## src/rtl/log_bf16_pkg.sv

```systemverilog
// Shared constants, piecewise-linear ln(1.m) table and stage payload types for the
// bf16 natural-log pipeline.
package log_bf16_pkg;

  localparam logic [15:0] NEG_INF = 16'hff80;
  localparam logic [15:0] POS_INF = 16'h7f80;
  localparam logic [15:0] QNAN    = 16'h7fc0;

  // ln(2) in Q16
  localparam int unsigned LN2_Q16 = 45426;

  // Segment j covers mantissa m[6:4] == j; ln(1.m) ~= BASE[j] + SLOPE[j] * m[3:0] (Q16)
  localparam logic [15:0] BASE [8] = '{
    16'd0, 16'd7719, 16'd14624, 16'd20870, 16'd26573, 16'd31818, 16'd36675, 16'd41197
  };
  localparam logic [8:0] SLOPE [8] = '{
    9'd482, 9'd432, 9'd390, 9'd356, 9'd328, 9'd304, 9'd283, 9'd264
  };

  typedef struct packed {
    logic               special;
    logic [15:0]        spec_val;
    logic signed [8:0]  k;
    logic [2:0]         j;
    logic [3:0]         t;
  } s1_t;

  typedef struct packed {
    logic               special;
    logic [15:0]        spec_val;
    logic signed [25:0] sum;
  } s2_t;

endpackage

```

## src/rtl/lod26.sv

```systemverilog
// Combinational 26-bit leading-one detector: position of the highest set bit and a
// zero flag when no bit is set.
module lod26 (
  input  logic [25:0] a_i,
  output logic [4:0]  pos_o,
  output logic        zero_o
);

  always_comb begin
    pos_o = '0;
    for (int i = 0; i < 26; i++) begin
      if (a_i[i]) pos_o = 5'(i);
    end
  end

  assign zero_o = (a_i == '0);

endmodule

```

## src/rtl/log_bf16.sv

```systemverilog
// Three-stage bf16 natural logarithm: classify, form k*ln2 + ln(1.m) in Q9.16, then
// normalize back to bf16 with truncation. Single global stall on output backpressure.
module log_bf16
  import log_bf16_pkg::*;
(
  input  logic        clk,
  input  logic        rst_n,
  input  logic        in_valid,
  output logic        in_ready,
  input  logic [15:0] data_i,
  output logic        out_valid,
  input  logic        out_ready,
  output logic [15:0] data_o
);

  logic        adv;
  logic        v1_q, v1_d, v2_q, v2_d, v3_q, v3_d;
  s1_t         s1_q, s1_d, s1_in;
  s2_t         s2_q, s2_d, s2_in;
  logic [15:0] data_q, data_d, res;

  assign adv       = !out_valid || out_ready;
  assign in_ready  = adv;
  assign out_valid = v3_q;
  assign data_o    = data_q;

  // S1: classify operand
  always_comb begin
    s1_in          = '0;
    s1_in.k        = {1'b0, data_i[14:7]} - 9'd127;
    s1_in.j        = data_i[6:4];
    s1_in.t        = data_i[3:0];
    if (data_i[14:7] == 8'h00) begin
      s1_in.special  = 1'b1;
      s1_in.spec_val = NEG_INF;
    end else if (data_i[14:7] == 8'hff && data_i[6:0] != 7'h00) begin
      s1_in.special  = 1'b1;
      s1_in.spec_val = QNAN;
    end else if (data_i[14:7] == 8'hff && !data_i[15]) begin
      s1_in.special  = 1'b1;
      s1_in.spec_val = POS_INF;
    end else if (data_i[15]) begin
      s1_in.special  = 1'b1;
      s1_in.spec_val = QNAN;
    end
  end

  // S2: S = k*ln2 + BASE[j] + SLOPE[j]*t
  logic signed [25:0] k_ext;
  logic [12:0]        lin;

  always_comb begin
    k_ext          = {{17{s1_q.k[8]}}, s1_q.k};
    lin            = 13'(SLOPE[s1_q.j]) * 13'(s1_q.t);
    s2_in          = '0;
    s2_in.special  = s1_q.special;
    s2_in.spec_val = s1_q.spec_val;
    s2_in.sum      = k_ext * $signed(26'(LN2_Q16))
                   + $signed({10'd0, BASE[s1_q.j]})
                   + $signed({13'd0, lin});
  end

  // S3: magnitude, leading-one detect, truncating normalize
  logic [25:0] abs_val;
  logic [4:0]  lead_pos;
  logic        lead_zero;
  logic [6:0]  mant;

  assign abs_val = s2_q.sum[25] ? 26'(-s2_q.sum) : 26'(s2_q.sum);

  lod26 u_lod26 (
    .a_i    (abs_val),
    .pos_o  (lead_pos),
    .zero_o (lead_zero)
  );

  // Leading one moved to bit 25; the next seven bits are the mantissa (zero-filled if short)
  assign mant = 7'((abs_val << (5'd25 - lead_pos)) >> 18);

  always_comb begin
    if (s2_q.special) begin
      res = s2_q.spec_val;
    end else if (lead_zero) begin
      res = 16'h0000;
    end else begin
      res = {s2_q.sum[25], 8'd111 + {3'd0, lead_pos}, mant};
    end
  end

  always_comb begin
    v1_d   = v1_q;
    v2_d   = v2_q;
    v3_d   = v3_q;
    s1_d   = s1_q;
    s2_d   = s2_q;
    data_d = data_q;
    if (adv) begin
      v1_d   = in_valid;
      s1_d   = s1_in;
      v2_d   = v1_q;
      s2_d   = s2_in;
      v3_d   = v2_q;
      data_d = res;
    end
  end

  always_ff @(posedge clk or negedge rst_n) begin
    if (!rst_n) begin
      v1_q   <= 1'b0;
      v2_q   <= 1'b0;
      v3_q   <= 1'b0;
      s1_q   <= '0;
      s2_q   <= '0;
      data_q <= '0;
    end else begin
      v1_q   <= v1_d;
      v2_q   <= v2_d;
      v3_q   <= v3_d;
      s1_q   <= s1_d;
      s2_q   <= s2_d;
      data_q <= data_d;
    end
  end

endmodule

```

## config.mk

```make
export PLATFORM = sky130hd
export DESIGN_NAME = log_bf16
export DESIGN_NICKNAME = d
export VERILOG_FILES = /design/src/rtl/log_bf16_pkg.sv /design/src/rtl/lod26.sv /design/src/rtl/log_bf16.sv
export SDC_FILE = /design/constraint.sdc
export NUM_CORES = 1
export LEC_CHECK = 0
export BUFFER_PORTS_ARGS = -buffer_cell sky130_fd_sc_hd__buf_2
export CORE_ASPECT_RATIO = 1.75
export CORE_MARGIN = 2
export CORE_UTILIZATION = 45
export CTS_BUF_LIST = sky130_fd_sc_hd__clkbuf_4 sky130_fd_sc_hd__clkbuf_8 sky130_fd_sc_hd__clkbuf_16
export DETAILED_ROUTE_END_ITERATION = 16
export SETUP_SLACK_MARGIN = 0.05
export SYNTH_ARGS = -nofsm -noshare
export SYNTH_HDL_FRONTEND = slang
export SYNTH_SLANG_ARGS = --single-unit
```

## constraint.sdc

```tcl
create_clock -name clk -period 15.5 [get_ports clk]
set_input_delay 3.1 -clock clk [delete_from_list [all_inputs] [get_ports clk]]
set_output_delay 3.1 -clock clk [all_outputs]
set_load 0.005 [all_outputs]
```

==> results.toml, run 1 <==
[run_status]
status = "completed"

[clocking]
htree_num_levels = 3
cts_made_buffers = 9
cts_sinks = 67
cts-resized-gates = 0
hold_buffers = 0
cts.path.max_buffers = 2
clock_latency_ns = 0.36
root_buffer = "clkbuf_16"
path_clk_slew_ns = 0.07
cts_tree = "built"
postCtsSetupRepairBufs = 0

[worst_setup_path]
cp.depth = 28
max_stage_delay_ns = 0.60
crit_slowest_cell = "fa_1"
criticalPathCategory = "reg2reg"
cp_top_family = "adder cells"
path_buf_inv = 3
crit_top_cell = "a21oi_1"
worst-r2r-cell-count = 28
end_kind = "register"
worst_ep_required_time_ns = 15.71
start_kind = "register"
path_max_fanout = 8
cp.arrival_ns = 6.94

[cells_and_area]
nets = 1406
antenna_cells = 0
final_common_cell = "inv_1"
drive_gt1_frac = 0.0870
layout_common_cells = "140 x inv_1, 126 x ha_1, 120 x nand2_1"
area_growth_pct = 6.80
finalInstanceArea_um2 = 10700
utilization = 0.485

[placed_design]
post_dp_cell_area_um2 = 10400
pre_cts_ws_ns = 8.74
gp_congestion = 0.933
dpl.hpwl_um = 21900
port_buffers = 37

[grt]
antenna_found_initial = 0
grt-ovfl-total = 0
grt_pass1_vias = 8776
grtUsageTotal = 0.244
grt_pass1_wl_um = 44500
grt_max_degree = 68

[timing]
clock.fmax_ghz = 0.148
period_share = 0.434
worst_slew_pin_slew_ns = 0.937
fin_ws_ns = 8.77
period_minus_slack_ns = 6.73
finalClockSkew_ns = 0.0103
setup_violations = 0
tns_ns = 0
hold_viol = 0
rsz0062_at_grt = "false"
slew_violations = 0
slew_headroom = 0.376

[hold_path]
hp-class = "reg2reg"
hold_path_depth = 2

[logic_synthesis]
synth_seq_area_share = 0.168
synth.area.mux_share = 0.0516
synth_compound_area_frac = 0.179
synth_top_family_by_area = "adder cells"
netlist_area_um2 = 9980
synthCells = 1205
synth-edff-count = 0
yosys.area_share.simple = 0.181
syn-num-nets = 1409
synth.avg_cell_area_um2 = 8.29
synth-adder-area-share = 0.274
yosysWarnings = 0
ys.flop_type = "dfrtp_1"
synth-seq-cells = 67
synth.distinct_cells = 84
synth_xor_area_frac = 0.0673
ys_async_sr_fraction = 1.00

[floorplan]
fp.dieW_um = 117
fp.coreArea_um2 = 22000
dieArea_um2 = 23400
initial_core_util = 0.454
die_h_um = 201
rows = 72
ioPinCount = 38

[job]
maxCapViolCount = 0

[detailed_routing]
routed_wirelength_um = 26800
drt_iter0_drc = 545
avgRoutedWirePerCell_um = 17.9
avgViaCountPerCell = 5.65
remaining_drc_errors = 0
vias = 8485
drt_pre_antenna_iters = 5
detail-route-antenna-nets = 0
[path summary, 6_finish.rpt]
path,from,to,slack (ns)
min in group asynchronous,rst_n,data_o[10]$_DFFE_PN0P_,2.94
min reg2reg,v1_q$_DFFE_PN0P_,v1_q$_DFFE_PN0P_,0.48
max,s1_q[4]$_DFFE_PN0P_,s2_q[25]$_DFFE_PN0P_,8.77
min,v1_q$_DFFE_PN0P_,v1_q$_DFFE_PN0P_,0.48
max reg2reg,s1_q[4]$_DFFE_PN0P_,s2_q[25]$_DFFE_PN0P_,8.77
max in group asynchronous,rst_n,s2_q[7]$_DFFE_PN0P_,11.97
[synth_stat cells (all sizes together), types with 7 or more instances]
master / count / area (µm²)
a31oi: 14 / 87.6
mux2: 12 / 135
a21o: 12 / 90.1
ha: 126 / 1580
dfrtp: 67 / 1680
mux2i: 38 / 380
o211ai: 9 / 67.6
xnor2: 37 / 332
nand2: 121 / 457
nand2b: 17 / 106
xor2: 38 / 340
nor3: 30 / 160
o21ai: 68 / 344
and2: 17 / 106
o21a: 15 / 113
nor2: 69 / 259
clkbuf: 40 / 150
and3: 7 / 43.8
fa: 58 / 1160
buf: 18 / 114
nand4: 8 / 50.1
a21oi: 75 / 379
nand3: 23 / 120
or3: 22 / 138
or2: 7 / 43.8
inv: 142 / 533
o31ai: 15 / 126
[layout make-up]
class | instances | area [µm²]
fillers | 2280 | 11300
well taps | 296 | 370
inverters | 142 | 533
repair buffers | 44 | 238
clock inverters | 7 | 85.1
multi-input cells | 938 | 7540
clock buffers | 9 | 225
flip-flops and latches | 67 | 1680
[stage by stage]
step                hold WS (ns)  std cells
finish                     0.476       1503
global route               0.496       1503
CTS                        0.474       1503
detailed placement         0.457       1487
global placement           0.449       1487
floorplan                  0.430       1205
[worst reg2reg max path, delay by kind of cell (launching register included)]
kind | cells | cell delay [ns]
flops | 1 | 0.46
xor+xnor | 2 | 0.27
fa+ha+maj | 6 | 2.46
buf+inv | 3 | 0.27
compound gates | 11 | 1.86
simple gates | 6 | 1.27
[per-layer routing]
| metal | vias up | GRT usage | wire length [µm] |
|---|---|---|---|
| met1 | 4051 | 0.246 | 9430 |
| met4 | 0 | 0.125 | 1390 |
| met2 | 185 | 0.476 | 15300 |
| met5 | - | 0 | 0 |
| met3 | 77 | 0.0211 | 719 |
| li1 | 4172 | - | - |
[registers in the layout, indices dropped and copies added, names as in the netlist]
signal,flops
k_ext,9
out_valid,1
v2_q,1
s2_q,29
v1_q,1
s1_q,10
data_o,16
[cell families after synthesis]
family          count (synthesis)
flops                          67
fa+ha+maj                     184
compound gates                272
mux                            50
simple gates                  357
xor+xnor                       75
buf+inv                       200
Power of run 1 is not shown: default switching activity piles up to over one toggle a cycle in this logic, so the estimate is an artifact.
==> inputs of run 2 (changes only) <==
==> constraint.sdc (replaced) <==
create_clock -name clk -period 6.4 [get_ports clk]
set_input_delay 1.28 -clock clk [delete_from_list [all_inputs] [get_ports clk]]
set_output_delay 1.28 -clock clk [all_outputs]
set_load 0.005 [all_outputs]
==> run 2 against run 1 <==
  * Register-to-register slack got worse by 8.4 ns
  * Cell area rose by 3.0%
  * Critical path depth fell by 2
  * First-iteration DRC count fell by 19%
  * Routed wire length rose by 3.9%
  * Worst setup slack got worse by 8.4 ns
  * Via count rose by 1.2%
  * Die area did not move
  * Clock skew fell by 0.00079 ns
  * Global-route usage rose by 0.64 points
  * Highest routed layer unchanged
==> results.toml, run 2 (synthesis gave the netlist of run 1 again) <==
[cells_and_area]
nets = 1436
layout_common_cells = "139 x inv_1, 124 x ha_1, 120 x nand2_1"
antenna_cells = 0
largest_reg_flops = 29
drive_gt1_frac = 0.127
final_common_cell = "inv_1"
area_growth_pct = 10.0
top_register = "s2_q"
fin_cells = 1533

[placed_design]
gp_congestion = 0.925
dpl.hpwl_um = 22500
port_buffers = 37
place_inst = 1512

[timing]
period_share = 0.946
finalClockSkew_ns = 0.00954
slew_violations = 0
clock.fmax_ghz = 0.165
worst_slew_pin_slew_ns = 0.899
setup_violations = 0
period_minus_slack_ns = 6.05
slew_headroom = 0.401
hold_viol = 0
holdWs_ns = 0.459
rsz0062_at_grt = "true"

[worst_setup_path]
worst_ep_required_time_ns = 6.62
rrSetupSlack_ns = 0.35
criticalPathCategory = "reg2reg"
start_kind = "register"
cp_top_family = "adder cells"
cp.arrival_ns = 6.27
path_buf_inv = 5
path_max_fanout = 4
max_stage_delay_ns = 0.55
crit_slowest_cell = "fa_1"
end_kind = "register"

[run_status]
status = "completed"

[hold_path]
hp-class = "reg2reg"

[floorplan]
rows = 72
fp.coreArea_um2 = 22000
ioPinCount = 38
initial_core_util = 0.454
fp.dieW_um = 117
die_h_um = 201
dieArea_um2 = 23400

[clocking]
clock_latency_ns = 0.37
htree_num_levels = 3
cts.path.max_buffers = 2
root_buffer = "clkbuf_16"
cts_tree = "built"
path_clk_slew_ns = 0.07
cts_sinks = 67
hold_buffers = 0
cts_made_buffers = 9

[grt]
grtUsageTotal = 0.250
grt_pass1_wl_um = 45400
grt_max_degree = 68
antenna_found_initial = 0
grt-ovfl-total = 0
grt_pass1_vias = 8886

[detailed_routing]
vias = 8585
remaining_drc_errors = 0
routed_wirelength_um = 27900
detail-route-antenna-nets = 0
drt_iter0_drc = 440
avgRoutedWirePerCell_um = 18.2
avgViaCountPerCell = 5.60
drt_pre_antenna_iters = 5

[job]
maxCapViolCount = 0
## run 2: changes by cell type in the layout (fill, tap and decap cells not counted), moves of 2 or more
cell	change
o21ai_1	+3
a21oi_2	+6
ha_1	-2
nor3_2	+2
dfrtp_2	+2
o21ai_0	-4
nor3_1	-2
dfrtp_1	-2
buf_4	+30
a21oi_1	-6
## run 2: path summary, 6_finish.rpt
| path | cells past startpoint | start | to |
|---|---|---|---|
| setup / recovery | 26 | k_ext[4]$_DFFE_PN0P_ | s2_q[25]$_DFFE_PN0P_ |
| hold / removal | 2 | v2_q$_DFFE_PN0P_ | v2_q$_DFFE_PN0P_ |
| setup reg to reg | 26 | k_ext[4]$_DFFE_PN0P_ | s2_q[25]$_DFFE_PN0P_ |
| hold reg to reg | 2 | v2_q$_DFFE_PN0P_ | v2_q$_DFFE_PN0P_ |
| max in group asynchronous | 2 | rst_n | s1_q[5]$_DFFE_PN0P_ |
| min in group asynchronous | 2 | rst_n | data_o[0]$_DFFE_PN0P_ |
## run 2: repair_timing
action	in CTS	in global routing
resized for setup	3	26
buffers inserted	0	5
endpoints found under the hold margin	0	0
pin swaps	0	5
endpoints found under the setup margin	3	11
## run 2: layer usage
layer  part of all wire  global-route usage
met5                  0                   0
met4              0.053               0.134
met3              0.017              0.0211
met2               0.57               0.491
met1               0.36               0.248
## run 2: layout make-up
cell class / instances / area (µm²)
sequential: 67 / 1680
timing repair buffer: 74 / 463
clock inverter: 7 / 85.1
inverter: 142 / 533
tap: 296 / 370
multi-input combinational: 938 / 7630
clock buffer: 9 / 225
fill: 2211 / 11000
## run 2: per-stage QoR
stage | setup slack [ns] | util | area, µm² | TNS (ns)
finish | 0.347 | 0.500 | 11000 | 0
floorplan | 0.405 | - | 9980 | 0
detailed placement | -0.0751 | 0.480 | 10500 | -0.0751
global route | 0.0450 | 0.500 | 11000 | 0
CTS | 0.0654 | 0.494 | 10900 | 0
global placement | 0.0234 | 0.480 | 10500 | 0
## run 2: worst reg2reg max path, delay by kind of cell, from the launching register on
| kind | cells | cell delay [ns] |
|---|---|---|
| AOI/OAI and AO/OA | 4 | 0.65 |
| xor gates and xnor gates | 2 | 0.30 |
| buffers and inverters | 5 | 0.26 |
| and+or+nand+nor | 7 | 1.07 |
| adders and majority gates | 8 | 3.25 |
| DFF | 1 | 0.36 |
Power of run 2 is left out for the same reason.
